`config.mk`:
```
export PLATFORM = sky130hd
export DESIGN_NAME = fir_decim_buf
export DESIGN_NICKNAME = d
export VERILOG_FILES = /design/src/rtl/fir_decim_buf.sv
export SDC_FILE = /design/constraint.sdc
export NUM_CORES = 1
export LEC_CHECK = 0
export CAP_MARGIN = 20
export CORE_MARGIN = 2
export CORE_UTILIZATION = 40
export DETAILED_ROUTE_END_ITERATION = 10
export RECOVER_POWER = 50
export SLEW_MARGIN = 20
export SYNTH_ARGS = -nofsm -noshare
export SYNTH_HDL_FRONTEND = slang
export SYNTH_SLANG_ARGS = --single-unit
export TNS_END_PERCENT = 20
```
`constraint.sdc`:
```
create_clock -name clk -period 3.1 [get_ports clk]
set_clock_uncertainty 0.05 [all_clocks]
set_input_delay 0.31 -clock clk [delete_from_list [all_inputs] [get_ports clk]]
set_output_delay 0.31 -clock clk [all_outputs]
set_load 0.05 [all_outputs]
```
`src/rtl/fir_decim_buf.sv`:
```
// fir_decim_buf: decimating output stage behind the 5-tap FIR.
// Keeps every DEC-th valid sample. Each kept sample is rescaled by an
// arithmetic right shift with round-half-up, then narrowed to N bits.
// Kept samples are queued in a first-word-fall-through FIFO that has a
// valid/ready interface toward the sink.
// Build option: define FIR_DECIM_SAT_EN to clamp to the signed N-bit range
// and report clamps on `sat`. Leave it undefined to wrap (keep the low N
// bits); in that build `sat` stays 0.
module fir_decim_buf #(
  parameter int N     = 16,
  parameter int DEC   = 4,
  parameter int SHIFT = 3,
  parameter int DEPTH = 8
) (
  input  logic          clk,
  input  logic          rst,
  input  logic          in_valid,
  input  logic [31:0]   in_data,
  input  logic          out_ready,
  output logic          out_valid,
  output logic [N-1:0]  out_data,
  output logic          stop,
  output logic          ovf,
  output logic          sat
);

  localparam int PH_W = (DEC > 1) ? $clog2(DEC) : 1;
  localparam int AW   = (DEPTH > 1) ? $clog2(DEPTH) : 1;
  localparam int CW   = $clog2(DEPTH + 1);

  // Rounding constant: half an LSB of the shifted result, or 0 when no shift.
  localparam logic signed [32:0] RND = (33'sd1 <<< SHIFT) >>> 1;

`ifdef FIR_DECIM_SAT_EN
  localparam logic signed [32:0] MAX_V = (33'sd1 <<< (N - 1)) - 33'sd1;
  localparam logic signed [32:0] MIN_V = -(33'sd1 <<< (N - 1));
`endif

  // ---------------------------------------------------------------------
  // Decimation phase
  // ---------------------------------------------------------------------
  logic [PH_W-1:0] ph_reg;
  logic            accept;

  assign accept = in_valid && (ph_reg == '0);

  // Advance the phase on every strobe and wrap after DEC strobes.
  always_ff @(posedge clk) begin
    if (rst) begin
      ph_reg <= '0;
    end else if (in_valid) begin
      if (ph_reg == PH_W'(DEC - 1)) begin
        ph_reg <= '0;
      end else begin
        ph_reg <= ph_reg + PH_W'(1);
      end
    end
  end

  // ---------------------------------------------------------------------
  // Rescale: sign-extend to 33 bits so adding the rounding constant to a
  // large positive sum cannot overflow. Then shift arithmetically.
  // ---------------------------------------------------------------------
  logic signed [32:0] ext;
  logic signed [32:0] rounded;
  logic signed [32:0] scaled;
  logic [N-1:0]       narrow;
  logic               sat_now;

  assign ext     = {in_data[31], in_data};
  assign rounded = ext + RND;
  assign scaled  = rounded >>> SHIFT;

  // Narrow to N bits: clamp in the saturating build, wrap otherwise.
  always_comb begin
    narrow  = N'(scaled);
    sat_now = 1'b0;
`ifdef FIR_DECIM_SAT_EN
    if (scaled > MAX_V) begin
      narrow  = MAX_V[N-1:0];
      sat_now = 1'b1;
    end else if (scaled < MIN_V) begin
      narrow  = MIN_V[N-1:0];
      sat_now = 1'b1;
    end
`endif
  end

  // ---------------------------------------------------------------------
  // Stage register: holds the narrowed sample for one cycle ahead of the
  // FIFO write. The clamp flag travels with it, so `sat` lines up with
  // the write.
  // ---------------------------------------------------------------------
  logic [N-1:0] s_data_reg;
  logic         s_valid_reg;
  logic         sat_reg;

  // Load the stage on an accepted sample; the valid flag lasts one cycle.
  always_ff @(posedge clk) begin
    if (rst) begin
      s_data_reg  <= '0;
      s_valid_reg <= 1'b0;
      sat_reg     <= 1'b0;
    end else begin
      s_valid_reg <= accept;
      sat_reg     <= accept && sat_now;
      if (accept) begin
        s_data_reg <= narrow;
      end
    end
  end

  assign sat = sat_reg;

  // ---------------------------------------------------------------------
  // FWFT FIFO. The head is read combinationally from registered state, so
  // out_data and out_valid change only after a clock edge.
  // ---------------------------------------------------------------------
  logic [N-1:0]  mem [DEPTH];
  logic [AW-1:0] wr_ptr_reg;
  logic [AW-1:0] rd_ptr_reg;
  logic [CW-1:0] count_reg;
  logic          full;
  logic          push;
  logic          pop;
  logic          wr_en;
  logic          drop;
  logic          ovf_reg;
  logic          stop_reg;

  assign full  = (count_reg == CW'(DEPTH));
  assign push  = s_valid_reg;
  assign pop   = out_valid && out_ready;
  // When the FIFO is full, a push goes ahead only if a pop frees the head
  // slot in the same cycle.
  assign wr_en = push && (!full || pop);
  assign drop  = push && full && !pop;

  // Storage array. It has no reset because its contents are ignored
  // whenever count says the slot is empty.
  always_ff @(posedge clk) begin
    if (wr_en) begin
      mem[wr_ptr_reg] <= s_data_reg;
    end
  end

  // Pointers and occupancy. The pointers wrap naturally because DEPTH is a
  // power of two.
  always_ff @(posedge clk) begin
    if (rst) begin
      wr_ptr_reg <= '0;
      rd_ptr_reg <= '0;
      count_reg  <= '0;
    end else begin
      if (wr_en) begin
        wr_ptr_reg <= wr_ptr_reg + AW'(1);
      end
      if (pop) begin
        rd_ptr_reg <= rd_ptr_reg + AW'(1);
      end
      case ({wr_en, pop})
        2'b10:   count_reg <= count_reg + CW'(1);
        2'b01:   count_reg <= count_reg - CW'(1);
        default: count_reg <= count_reg;
      endcase
    end
  end

  // Sticky overflow flag and registered back-pressure. `stop` asserts with
  // two slots still free, so the samples already in flight can land.
  always_ff @(posedge clk) begin
    if (rst) begin
      ovf_reg  <= 1'b0;
      stop_reg <= 1'b0;
    end else begin
      if (drop) begin
        ovf_reg <= 1'b1;
      end
      stop_reg <= (count_reg >= CW'(DEPTH - 2));
    end
  end

  assign ovf       = ovf_reg;
  assign stop      = stop_reg;
  assign out_valid = (count_reg != '0);
  assign out_data  = out_valid ? mem[rd_ptr_reg] : '0;

endmodule

```
== After elaboration in Yosys (flattened, before gate mapping) ==
Memories as Yosys holds them, arrays and structs flattened. A register that Yosys moved wholly into a read port is not among the register bits.
Cells that the tools add are included.

* Output and inout port bits: 20
* Memories: 1
* Input port bits: 36
* Latch bits: 0
* Memory bits (read-only): 0
* Flip-flop bits (word level): 31
* Logic and storage cells: 38
* Bits in writable memories: 128

{| class="wikitable"
|+ Memories
! name !! depth !! width !! read ports !! clocked after Yosys merged registers in !! write ports !! RTL line !! RTL
|-
| mem || 8 || 16 || 1 || 1 || 1 || 119 || <nowiki>logic [N-1:0] mem [DEPTH];</nowiki>
|}

* Reduce and logical (&&, ||, !) cells: 11
* Bitwise gates (word level): 0
* Mux-type cells: 7
* Divide/modulo/power cells: 0
* Shift operators: 0
* Multipliers: 0
* Add/sub/neg operators: 6
* $lt $le $gt $ge: 1
* Eq/ne operators: 4

{| class="wikitable"
|+ Operators by type and width
! kind !! number
|-
| adder 19 x 4 -> 19 bit, second input constant || 1
|-
| two-way mux 16 bit || 1
|-
| case mux 4 bit (2 select lines) || 1
|-
| adder 3 x 1 -> 3 bit, second input constant || 2
|-
| two-way mux 3 bit || 2
|-
| logical AND 1 bit || 5
|-
| adder 4 x 1 -> 4 bit, second input constant || 1
|-
| == test 2 bit, second input constant || 2
|-
| == test 4 bit, second input constant || 1
|-
| >= comparator 4 x 3 -> 1 bit, second input constant || 1
|-
| nonzero test 4 bit || 1
|-
| subtractor 4 x 1 -> 4 bit, second input constant || 1
|-
| adder 2 x 1 -> 2 bit, second input constant || 1
|-
| == test 2 x 1 -> 1 bit, second input constant || 1
|-
| zero test 1 bit || 2
|-
| zero test 2 bit || 1
|-
| two-way mux 1 bit || 2
|-
| two-way mux 2 bit || 1
|-
| nonzero test 2 bit || 1
|-
| logical OR 1 bit || 1
|}

== Longest topological paths before layout ==
Gate-level depths: netlist of run 1.

* Depth in word-level cells: 6
* Depth in mapped cells: 8
* Gate-level depth less buffers: 7

== Worst setup path after synthesis of run 1 ==
No wires, ideal clock.

* Kind: reg-to-reg
* Start point: register count_reg[3]
* End point: memory mem[0][0] (enable)
* Setup slack: 0.315 ns
* Arrival time: 2.304 ns
* Data required time: 2.620 ns
* Buffers on the path: 1
* Stages on the path, launching flop included: 5
* Clock period less this slack: 2.785 ns
* Library setup time: 0.430 ns
* Cell sequence: dfxtp_1 > buf_4 > or4b_4 > o21ai_4 > nor4_1

* Word-level cells in the longest chain between the ends: 6
* Elaborated cells on any way between the ends: 8
* Those cells by class: eq/ne: 1; mux: 2; reduce/logical: 5

{| class="wikitable"
|+ Ends and longest elaborated chain
! item !! RTL line !! RTL
|-
| from (decl) || 122 || <nowiki>logic [CW-1:0] count_reg;</nowiki>
|-
| from (signal assigned) || 162 || <nowiki>2'b10: count_reg <= count_reg + CW'(1);</nowiki>
|-
| from (signal assigned) || 163 || <nowiki>2'b01: count_reg <= count_reg - CW'(1);</nowiki>
|-
| from (signal assigned) || 164 || <nowiki>default: count_reg <= count_reg;</nowiki>
|-
| == test 4 bit / nonzero test 4 bit (equally long branches) || 131, 185 ||
|-
| zero test 1 bit / logical AND 1 bit (equally long branches) || 136, 133 ||
|-
| logical OR 1 bit * || 136 || <nowiki>assign wr_en = push && (!full || pop);</nowiki>
|-
| logical AND 1 bit * || 136 ||
|-
| two-way mux 1 bit * || 142 || <nowiki>if (wr_en) begin</nowiki>
|-
| two-way mux 1 bit (implied by the code) * || 143 || <nowiki>mem[wr_ptr_reg] <= s_data_reg;</nowiki>
|-
| to (decl) || 119 ||
|}

Mark *: on every way between the ends. The rest lies on a longest branch, timed or not.

== Worst setup path in the final report of run 1 ==
* Start point: register count_reg[0]
* End point: output out_valid

* Word-level cells in the longest chain between the ends: 1

{| class="wikitable"
|+ Ends and longest elaborated chain
! item !! RTL line !! RTL
|-
| nonzero test 4 bit || 185 || <nowiki>assign out_valid = (count_reg != '0);</nowiki>
|-
| to (decl) || 20 || <nowiki>output logic out_valid,</nowiki>
|}

Every way passes these cells.

==> impl_metrics.ini, run 1 <==
[status]
outcome = finished, final reports clean

[synthesis]
synth-edff-count = 128
yosysUniqueCellTypes = 42
avgSynthCellArea_um2 = 16.3
synth.top_cells.by_area = edfxtp_1 (58%), mux4_2 (11%), dfxtp_1 (10%), mux2i_1 (3.3%), nor2_1 (2.8%)
synth_seq_cells = 162
synth_cells = 405
synth_most_common_cell = edfxtp_1
post-synth-top-area-cell = edfxtp_1
yosys-top-cells-count = edfxtp_1 (128), nor2_1 (50), dfxtp_1 (34)
syn_area_mm2 = 0.00660
synth.top_cell.area_share_pct = 58.3
yosys_warnings = 0
ys_seq_area_share_pct = 68.6
synth_ff_type = edfxtp_1
synth_fp_nets = 447
synthArstFlopShare_pct = 0

[floorplanning]
die_w_um = 132
start_util_pct = 41.2
die-area_mm2 = 0.0175
io_pins = 56
design.core.area_mm2 = 0.0160
die_y_um = 132
rows = 46

[worst_setup_path]
timing.rr.end = count_reg[2]$_SDFFE_PP0P_
required_ns = 2.74
end_kind = output port
r2r_cells = 7
cp_cell_sequence = nor4_4, inv_1, clkdlybuf4s50_1
cpPeakStageDelay_ns = 0.73
critPathKind = reg -> out
startpoint_type = register
crit_slowest_cell = clkdlybuf4s50_1
r2r_start = count_reg[0]$_SDFFE_PP0P_
crit_fanout = 10
crit_arrival_ns = 2.24
worst-r2r-setup-slack_ns = 0.98

[clock_network]
htreeDepth = 4
cts_resized = 0
cts_sinks = 162
cts_buffers = 17
post_cts_buffers = 0
cts_tree = done
clk_pin_slew_ns = 0.06
clk_latency_ns = 0.42
clockBufferDepth = 2
clock-root-buffer = clkbuf_16
postCtsHoldBufs = 0

[detailed_routing]
routed_via_density = 5.12
ant_nets = 0
drt-pass1-iter-count = 4
post-route-drc-count = 0
drt_iter0_markers = 281
wire_per_inst_um = 17.6
num_vias = 3495
wl_um = 12000

[sta]
max_freq_mhz = 385
finalCritPeriodShare_pct = 83.7
finalSetupViolCount = 0
rsz0062_at_grt = false
finalHoldViolCount = 0
tightest_slew_ns = 1.20
finalMaxSlewViolations = 0
fin_tns_setup_ns = 0
fin_crit_ns = 2.60
slew_headroom_pct = 20.1
whs_ns = 0.325

[power]
p_leak_uw = 0.00254
ir_drop_mv = 0.384
power_density_mw_per_mm2 = 805

[worst_hold_path]
hold_depth = 2
hold_start = rst
hold_end = s_data_reg[0]$_SDFFE_PP0P_
min_path_type = in -> reg

[layout]
drive_gt1_share_pct = 22.1
num_antenna_cells = 0
finalNetCount = 496
synthToLayoutAreaGrowth_pct = 18.0
largest_reg_flops = 128

[grt]
grt.total_usage_pct = 14.5
grt_max_degree = 33
grt_pass1_vias = 3463
grt_pass1_wl_um = 18900
grt_overflow = 0
antenna_found_initial = 0

[place]
portBuffers = 39
place.gp.congestion = 0.715
place_hpwl_um = 7410

[flow_run]
max_cap_viol_count = 0
[final cells by class]
class | instances | area (µm²)
fillers | 1390 | 8210
flip-flops and latches | 162 | 4530
multi-input cells | 213 | 1940
clock buffers | 22 | 508
repair buffers | 53 | 459
well taps | 216 | 270
clock inverters | 9 | 53.8
inverters | 7 | 26.3
[cell usage in the layout, fill, tap and decap left out, drive strengths merged, types with 6 or more instances in the layout]
| cell | Yosys | routed |
|---|---|---|
| buf | 13 | 30 |
| xor2 | 6 | 6 |
| nor2 | 51 | 51 |
| xnor2 | 13 | 13 |
| dfxtp | 34 | 34 |
| clkbuf | 10 | 23 |
| clkdlybuf4s50 | 0 | 21 |
| nor3 | 13 | 13 |
| a211oi | 15 | 15 |
| edfxtp | 128 | 128 |
| mux2i | 22 | 22 |
| inv | 7 | 7 |
| ha | 6 | 6 |
| nand2 | 6 | 6 |
| mux4 | 32 | 32 |
| clkinv | 0 | 7 |
| nor4 | 9 | 9 |
| nand3 | 9 | 9 |
[through the flow]
stage | cell area, µm² | instances | setup WS [ns] | power [µW] | util, %
2_1_floorplan | 6600 | 405 | 0.315 | 3920 | -
3_3_place_gp | 7240 | 651 | 0.674 | 4400 | 45.2
3_5_place_dp | 7230 | 651 | 0.630 | 4430 | 45.2
4_1_cts | 7790 | 682 | 0.519 | 6350 | 48.7
5_1_grt | 7790 | 682 | 0.412 | 6550 | 48.7
6_report | 7790 | 682 | 0.504 | 6270 | 48.7
[cell families after synthesis]
logic type                 share of synthesized area, %
AOI/OAI and AO/OA                                  3.19
xor gates and xnor gates                           2.52
DFF                                                68.6
muxes                                              14.3
and+or+nand+nor                                    7.95
other                                            0.0568
buffers and inverters                              2.29
adders and majority gates                          1.14
[metal layers]
metal	part of all wire (%)	track usage (%)
met5	0	0
met4	1.9	5.91
met3	3.5	3.41
met2	48	23.6
met1	47	18.7
[critical path: cells and delay by family, from the launching register on]
family | cells | cell delay (ns)
and+or+nand+nor | 1 | 0.49
DFF | 1 | 0.42
buffers and inverters | 2 | 0.90
[power breakdown]
part           switching [µW]  internal [µW]
Sequential                134           2450
Combinational            1090            661
Clock                     784           1150
Total                    2000           4270
[how the worst max path moves through the flow]
stage                         startpoint                         to  slack, ns  cells after the start
5_1_grt        count_reg[0]$_SDFFE_PP0P_                  out_valid       0.41                      3
3_3_place_gp                   out_ready  count_reg[2]$_SDFFE_PP0P_       0.67                      8
2_1_floorplan  count_reg[3]$_SDFFE_PP0P_        mem[0][0]$_DFFE_PP_       0.32                      4
3_5_place_dp                   out_ready  count_reg[2]$_SDFFE_PP0P_       0.63                      8
6_report       count_reg[0]$_SDFFE_PP0P_                  out_valid       0.50                      3
4_1_cts        count_reg[0]$_SDFFE_PP0P_                  out_valid       0.52                      3
No activity file was read; power rests on OpenSTA's default activity.
==> run 2, diff against run 1 <==
Clock period 3.1 ns to 2.66 ns, I/O delays scaled along.
==> run 2 against run 1 <==
  * Power grew 25%
  * Final area up 3.1%
  * Cell count rose by 0.44%
  * Largest power group unchanged
  * Highest routed layer unchanged
  * First-iteration DRC count fell by 36%
  * Critical endpoint is now out_data[4]
  * Clock-buffer cell count down 5
  * Hold slack improved by 0.11 ns
==> impl_metrics.ini, run 2 (synthesis results as in run 1) <==
[grt]
antenna_found_initial = 0
grt_pass1_wl_um = 18900
grt.total_usage_pct = 14.6
grt_pass1_vias = 3455
grt_overflow = 0
grt_max_degree = 33

[worst_setup_path]
cp_num_buf_inv = 2
cpPeakStageDelay_ns = 0.54
required_ns = 2.34
r2r_cells = 6
timing.rr.end = s_data_reg[0]$_SDFFE_PP0P_
crit_slowest_cell = dfxtp_2
crit_fanout = 13
critical_path.top_delay_family = multiplexers
r2r_start = ph_reg[0]$_SDFFE_PP0P_
end_kind = output port
cpMostUsedCell = buf_12
cp_cell_sequence = buf_12, mux4_2, mux2i_1, nor2_1, buf_12
crit_arrival_ns = 2.16
worst-r2r-setup-slack_ns = 0.56
critPathKind = reg -> out
startpoint_type = register

[clock_network]
post_cts_buffers = 0
clock-root-buffer = clkbuf_16
cts_buffers = 17
htreeDepth = 4
cts_tree = done
cts_sinks = 162
cts_resized = 0
clk_latency_ns = 0.43
clockBufferDepth = 2
clk_pin_slew_ns = 0.06
postCtsHoldBufs = 0

[floorplanning]
die-area_mm2 = 0.0175
die_y_um = 132
design.core.area_mm2 = 0.0160
io_pins = 56
die_w_um = 132
rows = 46
start_util_pct = 41.2

[status]
outcome = finished, final reports clean

[place]
place.gp.congestion = 0.787
portBuffers = 39
place_hpwl_um = 7410

[detailed_routing]
wl_um = 11900
num_vias = 3468
drt-pass1-iter-count = 4
ant_nets = 0
post-route-drc-count = 0
drt_iter0_markers = 179
wire_per_inst_um = 17.3
routed_via_density = 5.06

[layout]
layout_commonest_cell = edfxtp_1
layout.cells.most_common_list = edfxtp_1 (128), nor2_1 (51), dfxtp_1 (33)
synthToLayoutAreaGrowth_pct = 21.7
drive_gt1_share_pct = 22.6
num_antenna_cells = 0
register_area_mm2 = 0.00453
multi_input_area_mm2 = 0.00193
finalNetCount = 498
largest_reg_flops = 128
fill_cells = 1384

[power]
p_total_uw = 7850
power_density_mw_per_mm2 = 978
p_leak_uw = 0.00261
ir_drop_mv = 0.456

[worst_hold_path]
hold_depth = 2
min_path_type = reg -> reg
hold_start = ovf$_SDFFE_PP0P_
hold_end = ovf$_SDFFE_PP0P_

[sta]
finalSetupViolCount = 0
rsz0062_at_grt = false
finalMaxSlewViolations = 0
max_freq_mhz = 404
fin_tns_setup_ns = 0
finalHoldViolCount = 0
finalCritPeriodShare_pct = 93.1
fin_crit_ns = 2.48
tightest_slew_ns = 1.28
slew_headroom_pct = 14.9

[flow_run]
max_cap_viol_count = 0
-- run 2: cell type report --
cell class	count	share of cell area, %
Timing Repair Buffer	55	8.48
Clock buffer	17	5.30
Inverter	7	0.327
Multi-Input combinational cell	213	24.1
Tap cell	216	3.37
Sequential cell	162	56.4
Clock inverter	15	2.06
-- run 2: power breakdown --
group | switching (µW) | internal (µW)
clock | 1040 | 1330
combinational | 1320 | 1130
sequential | 173 | 2860
total | 2530 | 5320
-- run 2: worst max path at each step --
stage / startpoint / to / slack (ns) / cells after the start
floorplan: count_reg[3]$_SDFFE_PP0P_ / mem[4][0]$_DFFE_PP_ / 0.27 / 4
global placement: register / out_data[3] / 0.49 / 5
detailed placement: register / out_data[11] / 0.50 / 5
CTS: register / out_data[11] / 0.03 / 5
global route: register / out_data[7] / 0.003 / 5
finish: register / out_data[4] / 0.18 / 5
-- run 2: stage by stage --
step / setup slack, ns / std cells / util (%) / hold WS (ns) / cell area [µm²]
global placement: 0.491 / 653 / 46.6 / 0.414 / 7460
detailed placement: 0.503 / 653 / 46.6 / 0.420 / 7460
floorplan: 0.266 / 405 / - / 0.288 / 6600
CTS: 0.0295 / 685 / 50.3 / 0.443 / 8050
global route: 0.00350 / 685 / 50.2 / 0.483 / 8030
finish: 0.184 / 685 / 50.2 / 0.433 / 8030
-- run 2: per-layer routing --
| metal | GRT usage, % | wire length, µm | share of wire (%) |
|---|---|---|---|
| met5 | 0 | 0 | 0 |
| met3 | 4.41 | 470 | 4.0 |
| met2 | 24.6 | 6010 | 51 |
| met1 | 18.4 | 5250 | 44 |
| met4 | 4.48 | 131 | 1.1 |
-- run 2: worst reg2reg max path, cell delays in order, from the launching register on --
cell      delay, ns
dfxtp_1        0.34
inv_1          0.06
ha_1           0.13
and2_1         0.12
clkbuf_1       0.93
mux2i_1        0.28
nor2_1         0.06
==> run 3, diff against run 2 <==
Settings changed: HOLD_SLACK_MARGIN set to 0.08.
==> results of run 3 <==
Same layout as run 2: the final DEF is identical, and so are final timing and power.
